## src/rtl/chess_turn_ctrl.sv

```systemverilog
// Turn controller for the two-player chess-clock counter block.
// Optional input conditioning: define CHESS_DEBOUNCE_EN.
module chess_turn_ctrl #(
  parameter int unsigned TICK_DIV   = 50_000_000,
  parameter int unsigned DEB_CYCLES = 16
) (
  input  logic       clk,
  input  logic       reset,
  input  logic       start,
  input  logic [7:0] preset,
  input  logic       btn1,
  input  logic       btn2,
  input  logic       pause,
  input  logic       fin,
  output logic       enload,
  output logic [7:0] load_val,
  output logic       count1,
  output logic       count2,
  output logic       turn,
  output logic [1:0] loser,
  output logic [2:0] state
);

  localparam int unsigned PW = $clog2(TICK_DIV);

  if (TICK_DIV < 4 || DEB_CYCLES < 1) begin : g_bad_cfg
    $error("chess_turn_ctrl: TICK_DIV must be >= 4, DEB_CYCLES >= 1");
  end

  typedef enum logic [2:0] {
    S_IDLE  = 3'd0,
    S_LOAD  = 3'd1,
    S_READY = 3'd2,
    S_RUN1  = 3'd3,
    S_RUN2  = 3'd4,
    S_DONE  = 3'd5
  } state_t;

  state_t        r_state;
  state_t        w_next;
  logic [PW-1:0] r_presc;
  logic [7:0]    r_load_val;
  logic          r_count1;
  logic          r_count2;
  logic          r_turn;
  logic [1:0]    r_loser;
  logic [2:0]    w_lvl;
  logic [2:0]    r_lvl_q;
  logic [2:0]    w_edge;
  logic          w_tick;
  logic          w_wrap;
  logic          w_run;

  // w_lvl bit order: {start, btn2, btn1}
`ifdef CHESS_DEBOUNCE_EN
  localparam int unsigned DW = $clog2(DEB_CYCLES + 1);
  logic [2:0]    r_sync1;
  logic [2:0]    r_sync2;
  logic [2:0]    r_filt;
  logic [DW-1:0] r_deb [3];

  always_ff @(posedge clk) begin
    if (reset) begin
      r_sync1 <= '0;
      r_sync2 <= '0;
      r_filt  <= '0;
      for (int i = 0; i < 3; i++) r_deb[i] <= '0;
    end else begin
      r_sync1 <= {start, btn2, btn1};
      r_sync2 <= r_sync1;
      for (int i = 0; i < 3; i++) begin
        if (r_sync2[i] == r_filt[i]) begin
          r_deb[i] <= '0;
        end else if (r_deb[i] == DW'(DEB_CYCLES - 1)) begin
          r_filt[i] <= r_sync2[i];
          r_deb[i]  <= '0;
        end else begin
          r_deb[i] <= r_deb[i] + 1'b1;
        end
      end
    end
  end

  assign w_lvl = r_filt;
`else
  assign w_lvl = {start, btn2, btn1};
`endif

  assign w_edge = w_lvl & ~r_lvl_q;
  assign w_wrap = (r_presc == PW'(TICK_DIV - 1));
  assign w_run  = (r_state == S_RUN1) || (r_state == S_RUN2);

  always_comb begin
    w_next = r_state;
    w_tick = 1'b0;
    unique case (r_state)
      S_IDLE, S_DONE: begin
        if (w_edge[2] && (preset != 8'd0)) w_next = S_LOAD;
      end
      S_LOAD: w_next = S_READY;
      S_READY: begin
        if (!pause && w_edge[1]) w_next = S_RUN1;
      end
      S_RUN1: begin
        if (fin)                     w_next = S_DONE;
        else if (!pause && w_edge[0]) w_next = S_RUN2;
        else if (!pause && w_wrap)    w_tick = 1'b1;
      end
      S_RUN2: begin
        if (fin)                     w_next = S_DONE;
        else if (!pause && w_edge[1]) w_next = S_RUN1;
        else if (!pause && w_wrap)    w_tick = 1'b1;
      end
      default: w_next = S_IDLE;
    endcase
  end

  always_ff @(posedge clk) begin
    if (reset) begin
      r_state    <= S_IDLE;
      r_presc    <= '0;
      r_load_val <= '0;
      r_count1   <= 1'b0;
      r_count2   <= 1'b0;
      r_turn     <= 1'b0;
      r_loser    <= 2'b00;
      r_lvl_q    <= '0;
    end else begin
      r_state  <= w_next;
      r_lvl_q  <= w_lvl;
      r_count1 <= w_tick && (r_state == S_RUN1);
      r_count2 <= w_tick && (r_state == S_RUN2);
      // Partial periods are dropped on any state change
      if (w_next != r_state)  r_presc <= '0;
      else if (w_run && !pause) r_presc <= w_wrap ? '0 : r_presc + 1'b1;
      if (w_next != r_state) begin
        unique case (w_next)
          S_LOAD: begin
            r_load_val <= preset;
            r_loser    <= 2'b00;
            r_turn     <= 1'b0;
          end
          S_RUN1: r_turn  <= 1'b0;
          S_RUN2: r_turn  <= 1'b1;
          S_DONE: r_loser <= r_turn ? 2'b10 : 2'b01;
          default: ;
        endcase
      end
    end
  end

  assign enload   = (r_state == S_LOAD);
  assign load_val = r_load_val;
  assign count1   = r_count1;
  assign count2   = r_count2;
  assign turn     = r_turn;
  assign loser    = r_loser;
  assign state    = r_state;

endmodule

```

## config.mk

```make
export PLATFORM = sky130hd
export DESIGN_NAME = chess_turn_ctrl
export DESIGN_NICKNAME = d
export VERILOG_FILES = /design/src/rtl/chess_turn_ctrl.sv
export SDC_FILE = /design/constraint.sdc
export NUM_CORES = 1
export LEC_CHECK = 0
export ABC_AREA = 1
export CAP_MARGIN = 20
export CORE_MARGIN = 1
export CORE_UTILIZATION = 30
export CTS_CLUSTER_SIZE = 10
export DETAILED_ROUTE_END_ITERATION = 16
export SYNTH_ARGS = -nofsm -noshare
export SYNTH_HDL_FRONTEND = slang
export SYNTH_SLANG_ARGS = --single-unit
```

## constraint.sdc

```tcl
create_clock -name clk -period 3.3 [get_ports clk]
set_clock_uncertainty 0.15 [all_clocks]
set_input_delay 0.495 -clock clk [delete_from_list [all_inputs] [get_ports clk]]
set_output_delay 0.495 -clock clk [all_outputs]
set_load 0.05 [all_outputs]
```

# After elaboration in Yosys (flattened, before gate mapping)
# Cells that the tools add are included.
# W data, S select, Z words.
# word_totals
ff_bits	45
output_inout_bits	17
word_cells	57
# op_classes
addsub	1
eq_ne	11
n_mux	16
n_bitwise	2
reduce_logical	19
# op_table
op	n
$add A26 B1 Y26 const B	1
$eq A26 B26 Y1 const B	1
$mux W26	1
$mux W3	5
$pmux W3 S5	1
$eq A3 B3 Y1 const B	4
$eq A3 B2 Y1 const B	3
$reduce_bool A8 Y1	1
$logic_and A1 B1 Y1	7
$eq A3 B1 Y1 const B	2
$reduce_and A2 Y1	3
$reduce_or A2 Y1	3
$mux W1	5
$pmux W1 S2	2
$pmux W2 S2	1
$reduce_bool A2 Y1	2
$and A3 B3 Y3	1
$logic_not A3 Y1	1
$ne A3 B3 Y1	1
$not A3 Y3	1
$mux W2	1
$logic_not A1 Y1	1
$logic_or A1 B1 Y1	1

# Longest topological paths before layout
# logic_depth
word_depth	10
depth_mapped	14
ltp_nobuf	14

# Least setup slack after synthesis
# Ideal clock, no wire load.
# synth_timing
path_type	reg-to-reg
from	register r_state[0] (netlist: state[0])
to	register r_load_val[0] (netlist: load_val[0])
setup_time_ps	133
arrival_ps	1922
t_required_ps	3017
slack_ps	1095
stages_incl_launch_ff	14
path_cell_list	dfxtp_1 -> nand2_1 -> nor2_2 -> inv_1 -> nand2_2 -> nand2_1 -> nand2_1 -> nor2_2 -> nand2_2 -> inv_1 -> nor2_4 -> nand2_1 -> nand2_1 -> a21oi_1
# synth_via
elab_chain_len	5
word_cells_on_any_way	16
cone_classes	eq/ne (7); mux (6); reduce/logical (3)
# synth_lines
element	line	text
start: declaration	39	state_t r_state;
start signal: assignment	129	r_state <= w_next;
$eq A3 B3 Y1, or another cell as far along	96	unique case (r_state)
$reduce_or A2 Y1, or another cell as far along	96	
$pmux W3 S5	96	
$ne A3 B3 Y1 / $eq A3 B1 Y1 (equally long branches)	136, 137	
$reduce_and A2 Y1 (no source line) (*)	-	
end signal: assignment	139	r_load_val <= preset;
end: declaration	42	logic [7:0] r_load_val;
# Every way passes the cells marked *; elsewhere a longest branch is shown, timed or not.
# A chain may end at the register's enable or synchronous reset.

# Final worst setup path
# layout_timing
from	register r_state[1] (netlist: state[1])
to	output enload
# layout_via
elab_chain_len	1
# layout_lines
element	line	text
$eq A3 B1 Y1	152	assign enload = (r_state == S_LOAD);
end: declaration	15	output logic enload,
# Every way passes these cells.

==> impl_metrics.prom <==
# TYPE chip_impl_metric gauge
chip_impl_metric{name="relSlewSlack",unit="%"} 65.25
chip_impl_metric{name="buffer_ports.inserted",unit=""} 31
chip_impl_metric{name="route.final.wire_length",unit="um"} 5851
chip_impl_metric{name="path_max_fanout",unit=""} 6
chip_impl_metric{name="detailed_place.area",unit="um2"} 2875
chip_impl_info{name="cts_root_buf",value="sky130_fd_sc_hd__clkbuf_8"} 1
chip_impl_info{name="min-delay-path-class",value="flop to flop"} 1
chip_impl_metric{name="cts_resized",unit=""} 0
chip_impl_info{name="synth_top_area_cells",value="sky130_fd_sc_hd__dfxtp_1 (37%), sky130_fd_sc_hd__nand2_1 (13%), sky130_fd_sc_hd__nor2_1 (7.6%)"} 1
chip_impl_metric{name="post-synth-top-area-fraction",unit="%"} 36.60
chip_impl_metric{name="postCtsSetupRepairBufs",unit=""} 0
chip_impl_metric{name="finalCoreUtilization",unit="%"} 38.11
chip_impl_metric{name="powerDensity",unit="nW/um2"} 566.9
chip_impl_metric{name="place_congestion",unit=""} 0.8763
chip_impl_info{name="critical_path.endpoint_type",value="output port"} 1
chip_impl_metric{name="place_hpwl",unit="um"} 4434
chip_impl_metric{name="dp_cells",unit=""} 494
chip_impl_metric{name="synth_nets",unit=""} 381
chip_impl_metric{name="finish.instance_area",unit="um2"} 2990
chip_impl_metric{name="fin_setup_tns",unit="ns"} 0
chip_impl_metric{name="synthesis.area",unit="um2"} 2461
chip_impl_metric{name="grt_pass1_vias",unit=""} 2358
chip_impl_info{name="yosys.cell_count.top_type",value="sky130_fd_sc_hd__nand2_1"} 1
chip_impl_metric{name="htreeDepth",unit=""} 2
chip_impl_info{name="synthFlopType",value="sky130_fd_sc_hd__dfxtp_1"} 1
chip_impl_metric{name="largest_net_degree_at_the_start_of_global_routing",unit=""} 16
chip_impl_metric{name="clock_edge_transition_at_the_registers_on_the_reported_setup_and_hold_paths",unit="ns"} 0.09
chip_impl_metric{name="avgSynthCellArea",unit="um2"} 6.743
chip_impl_metric{name="vias_after_detailed_routing",unit=""} 2363
chip_impl_metric{name="row_count",unit=""} 32
chip_impl_metric{name="via_to_cell_ratio",unit=""} 4.707
chip_impl_info{name="status",value="finished clean"} 1
chip_impl_metric{name="synth_warnings",unit=""} 0
chip_impl_metric{name="die_h",unit="um"} 92.58
chip_impl_metric{name="area.sequential",unit="um2"} 900.9
chip_impl_info{name="rsz0062_at_grt",value="no"} 1
chip_impl_metric{name="grt_pass1_wl",unit="um"} 10430
chip_impl_metric{name="cts.hold.buffers_added",unit=""} 0
chip_impl_metric{name="postSynth.asyncResetShare",unit="%"} 0
chip_impl_metric{name="layout_min_cycle_time",unit="ns"} 2.499
chip_impl_metric{name="setup_viol",unit=""} 0
chip_impl_metric{name="worst_ep_required_time",unit="ns"} 2.65
chip_impl_info{name="startpoint_type",value="flop"} 1
chip_impl_metric{name="vdd.ir_drop.worst",unit="V"} 0.0003629
chip_impl_metric{name="power.static_leakage",unit="nW"} 1.104
chip_impl_info{name="synth_top_cells_by_count",value="sky130_fd_sc_hd__nand2_1 (86), sky130_fd_sc_hd__nor2_1 (50), sky130_fd_sc_hd__dfxtp_1 (45), sky130_fd_sc_hd__inv_1 (40), sky130_fd_sc_hd__nand3_1 (30)"} 1
chip_impl_metric{name="drive_above_1_share",unit="%"} 11.25
chip_impl_metric{name="ys_types",unit=""} 30
chip_impl_metric{name="multi_input_comb_area",unit="um2"} 1355
chip_impl_metric{name="die_width",unit="um"} 92.58
chip_impl_metric{name="num-nets-final",unit=""} 415
chip_impl_metric{name="postSynthCellCount",unit=""} 365
chip_impl_metric{name="gr-usage-all-layers",unit="%"} 15.02
chip_impl_metric{name="ioPinCount",unit=""} 32
chip_impl_metric{name="grt_remaining_overflow",unit=""} 0
chip_impl_metric{name="ant_nets",unit=""} 0
chip_impl_metric{name="synth_seq_area_share",unit="%"} 36.60
chip_impl_metric{name="final-instance-count-excl-fill",unit=""} 502
chip_impl_metric{name="detail_route.first_pass.iterations",unit=""} 4
chip_impl_metric{name="achievable-frequency",unit="GHz"} 0.4002
chip_impl_metric{name="die_ar",unit="um2"} 8570
chip_impl_metric{name="hold_viol_final",unit=""} 0
chip_impl_metric{name="synth_edf_count",unit=""} 0
chip_impl_metric{name="wl_per_cell",unit="um"} 11.66
chip_impl_metric{name="ys_seq_elements",unit=""} 45
chip_impl_info{name="cts_tree",value="yes"} 1
chip_impl_metric{name="fill_cells",unit=""} 858
chip_impl_metric{name="num_antenna_cells",unit=""} 0
chip_impl_metric{name="clkLatencyLatePin",unit="ns"} 0.30
chip_impl_metric{name="power",unit="mW"} 1.695
chip_impl_metric{name="max-clock-path-buffers",unit=""} 2
chip_impl_info{name="yosys.area.top_type",value="sky130_fd_sc_hd__dfxtp_1"} 1
chip_impl_metric{name="effective_utilization_at_floorplan",unit="%"} 31.36
chip_impl_metric{name="layout_worst_path_cycle_share",unit="%"} 75.72
chip_impl_metric{name="grt_antenna_before_repair",unit=""} 0
chip_impl_metric{name="drtIter0Drc",unit=""} 112
chip_impl_info{name="worst-setup-path-type",value="flop to output port"} 1
chip_impl_metric{name="core_area",unit="um2"} 7848
chip_impl_metric{name="maxCapViolations",unit=""} 0
chip_impl_metric{name="final_max_tran_viols",unit=""} 0
chip_impl_metric{name="sink_count_of_the_clock_tree",unit=""} 45
chip_impl_metric{name="syn2layout_area_growth",unit="%"} 21.50
chip_impl_metric{name="drt_drc_violations_left",unit=""} 0
chip_impl_metric{name="cp.arrival",unit="ns"} 1.85
chip_impl_metric{name="worstMarginPinSlew",unit="ns"} 0.5196
chip_impl_metric{name="cts_buf_count",unit=""} 5
-- cell families (layout without fill, tap and decap cells) --
group           after synthesis  in the layout  synth area share (%)
compound gates               26             26                 6.202
xor+xnor                     16             16                 5.694
fa+ha+maj                     1              1                0.5083
buf+inv                      50             85                 8.337
flops                        45             45                 36.60
simple gates                227            227                 42.65
-- path summary, 6_finish.rpt --
path	depth (start not counted)	start	slack (ns)	endpoint
hold / removal	2	loser[1]$_SDFFE_PP0P_	0.32	loser[1]$_SDFFE_PP0P_
setup / recovery	4	state[1]$_SDFF_PP0_	0.80	enload
setup reg to reg	12	state[0]$_SDFF_PP0_	0.98	r_presc[17]$_SDFFE_PP0P_
hold reg to reg	2	loser[1]$_SDFFE_PP0P_	0.32	loser[1]$_SDFFE_PP0P_
-- layer usage --
metal	share of wire, %	vias up	wire [um]	track usage (%)
li1	-	1237	-	-
met1	48	1074	2829	19.04
met2	46	50	2708	25.43
met3	4.7	2	275	3.038
met4	0.63	0	37	4.688
met5	0	-	0	0
-- sequential cells by signal (all words and copies together) (netlist names) --
signal	cells
count1	1
r_presc	26
load_val	8
r_lvl_q	3
state	3
turn	1
loser	2
count2	1
-- layout by cell type, fill, tap and decap left out, drive strengths merged, types with 5 or more instances in the layout --
| master | count |
|---|---|
| nand3 | 33 |
| xor2 | 13 |
| clkbuf | 5 |
| nand2 | 94 |
| inv | 42 |
| dfxtp | 45 |
| a21oi | 20 |
| clkdlybuf4s50 | 31 |
| nand4 | 12 |
| nor2 | 64 |
| nor3 | 18 |
-- cell type report --
class	count	area share, %
tap	102	4.268
timing repair buffer	33	10.88
multi-input combinational	270	45.31
sequential	45	30.13
clock inverter	3	1.548
clock buffer	5	2.301
inverter	44	5.565
-- per-stage QoR --
stage / hold WS (ns) / worst slack, ns
after global placement: 0.2978 / 0.7115
after floorplan: 0.3133 / 1.095
after detailed placement: 0.3054 / 0.7004
after global routing: 0.3400 / 0.6739
final: 0.3186 / 0.8013
after CTS: 0.3216 / 0.7795
-- critical path: stages, from the launching register on --
cell                              delay (ns)
sky130_fd_sc_hd__dfxtp_1                0.37
sky130_fd_sc_hd__inv_1                  0.20
sky130_fd_sc_hd__nand3_1                0.13
sky130_fd_sc_hd__inv_1                  0.07
sky130_fd_sc_hd__clkdlybuf4s50_1        0.79
-- report_power, final --
| part | internal, mW | switching [mW] |
|---|---|---|
| logic | 0.197 | 0.455 |
| clock network | 0.227 | 0.199 |
| registers | 0.584 | 0.0338 |
No activity file was read; power rests on OpenSTA's default activity.
==> edit, RTL diff (config.mk and constraints unchanged) <==
Add a define of `CHESS_DEBOUNCE_EN`.
--- a/src/rtl/chess_turn_ctrl.sv
+++ b/src/rtl/chess_turn_ctrl.sv
@@ -1,4 +1,6 @@
 // Turn controller for the two-player chess-clock counter block.
 // Optional input conditioning: define CHESS_DEBOUNCE_EN.
+`define CHESS_DEBOUNCE_EN
+
 module chess_turn_ctrl #(
   parameter int unsigned TICK_DIV   = 50_000_000,
Function: changed (a bounded check fails within 4 cycles, from zero or initial values and one cycle with reset high).
==> edit against the unedited design <==
Cell area up 47%. Via count up 39%. Total power up 16%. Routed wire length up 39%. Sequential cell count up 24. Largest cell class unchanged. Sequential share of layout area up 4.6 points. Synthesized area up 45%. Critical path type unchanged. Sequential power up 43%. Worst setup slack worse by 33 ps. Synthesized cell count up 34%.
==> edit: results (changes against the unedited design) <==
| Metric | Value |
|---|---|
| Status | complete, no violations |
| Leading post-synthesis cells by instance count | 104 x nand2_1, 78 x nor2_1, 65 x inv_1 |
| Hold Path Class | flip-flop to flip-flop |
| Largest net degree at the start of global routing | 25 (+9) |
| Min-delay src | r_sync1[1] |
| Slew margin rel. | 65.37% (+0.12 points) |
| CTS Root Cell | clkbuf_16 |
| Static Leak | 1.739 nW (+58%) |
| Final #Nets | 563 (+36%) |
| M2 GR Usage | 22.88% (-2.6 points) |
| DP Worst Slack | 576.5 ps (-123.9 ps) |
| Met1 Wirelength | 3919 um (+39%) |
| R2r setup slk | 950 ps (-30 ps) |
| Post-synthesis cell type count | 36 (+20%) |
| Worst reg-to-reg path cell count | 10 (-2) |
| M1 GR Usage | 18.73% (-0.30 points) |
| Routed vias/inst | 4.759 (+1.1%) |
| VDD IR max | 0.2619 mV (-28%) |
| Fillers | 1216 (+42%) |
| Post-synth EDFFs | 15 (+15) |
| Clock power frac | 51.2% (+26 points) |
| Worst-Skew Late Latency | 330 ps (+30 ps) |
| Clock-pin transition on the worst setup and hold timing paths | 50 ps (-40 ps) |
| Combinational cell power | 0.0767 mW (-88%) |
| Switching share of total power | 20.29% (-20 points) |
| Hold endpoint | r_sync2[1] |
| Routed wl met3 | 365 um (+33%) |
| Hpwl dp | 6278 um (+42%) |
| WL final | 8147 um (+39%) |
| Part of the power in registers | 44.9% (+8.5 points) |
| Warnings from Yosys | 0 (unchanged) |
| Clock Sinks | 69 (+53%) |
| Via count of the first global-routing pass | 3134 (+33%) |
| Setup Viol. Count Final | 0 (unchanged) |
| Fraction of final layout cells with drive strength greater than 1 | 8.425% (-2.8 points) |
| # H-tree levels | 3 (+1) |
| First-pass GRT wire length | 14430 um (+38%) |
| First DRT Iteration DRCs | 196 (+75%) |
| Async S/R FF share, synth | 0% (unchanged) |
| Top cells by area, synth | dfxtp_1 30%, edfxtp_1 13%, nand2_1 11%, nor2_1 8.2%, inv_1 6.8% |
| CP max FO | 8 (+2) |
| Met2 wire len | 3650 um (+35%) |
## edit: cell count changes after synthesis, moves of 4 or more
cell,delta
ha_1,+6
inv_2,+5
nand3_1,+6
nor2_2,-11
o21bai_1,+4
dfxtp_1,+9
nor2_1,+28
edfxtp_1,+15
nand2_1,+18
o211ai_1,+4
xor2_1,-5
inv_1,+25
nor3b_1,+7
a21oi_1,+9
## edit: worst max-delay path: cells and delay by family, from the launching register on
kind | cells | cell delay [ps]
buffers and inverters | 2 | 880
and+or+nand+nor | 1 | 150
DFF | 1 | 520
## edit: cell type report
cell class	instances	area, sq um	area share (%)
Tap cell	143	178.9	4.063
Clock inverter	4	72.57	1.648
Sequential cell	69	1531	34.77
Clock buffer	12	236.5	5.369
Timing Repair Buffer	32	317.8	7.216
Multi-Input combinational cell	356	1793	40.71
Inverter	73	274.0	6.222
## edit: kinds of logic (layout without fill, tap and decap cells)
family                   Yosys count  in the layout  synth area share, %
AO/OA/AOI/OAI                     52             52                9.028
XOR/XNOR                           8              8                1.959
adder cells (fa/ha/maj)            7              7                2.449
buffers and inverters             79            121                8.502
flip-flops                        69             69                42.83
other                              1             15               0.1049
AND/OR/NAND/NOR                  274            274                35.13
## edit: through the flow
stage	instances	instance area (sq um)	hold WS (ps)
floorplan	504	3628	238.3
global placement	673	4095	252.9
detailed placement	673	4095	257.2
CTS	689	4404	267.4
global route	689	4404	288.8
finish	689	4404	259.9
## edit: how the worst max path moves through the flow
stage	startpoint	end	slack [ps]	depth (start not counted)
finish	state[0]	enload	770	3
CTS	state[0]	enload	750	3
global route	state[1]	enload	670	4
global placement	preset[2]	r_presc[0]	650	10
detailed placement	preset[7]	r_presc[13]	580	10
floorplan	state[0]	r_presc[24]	1210	11
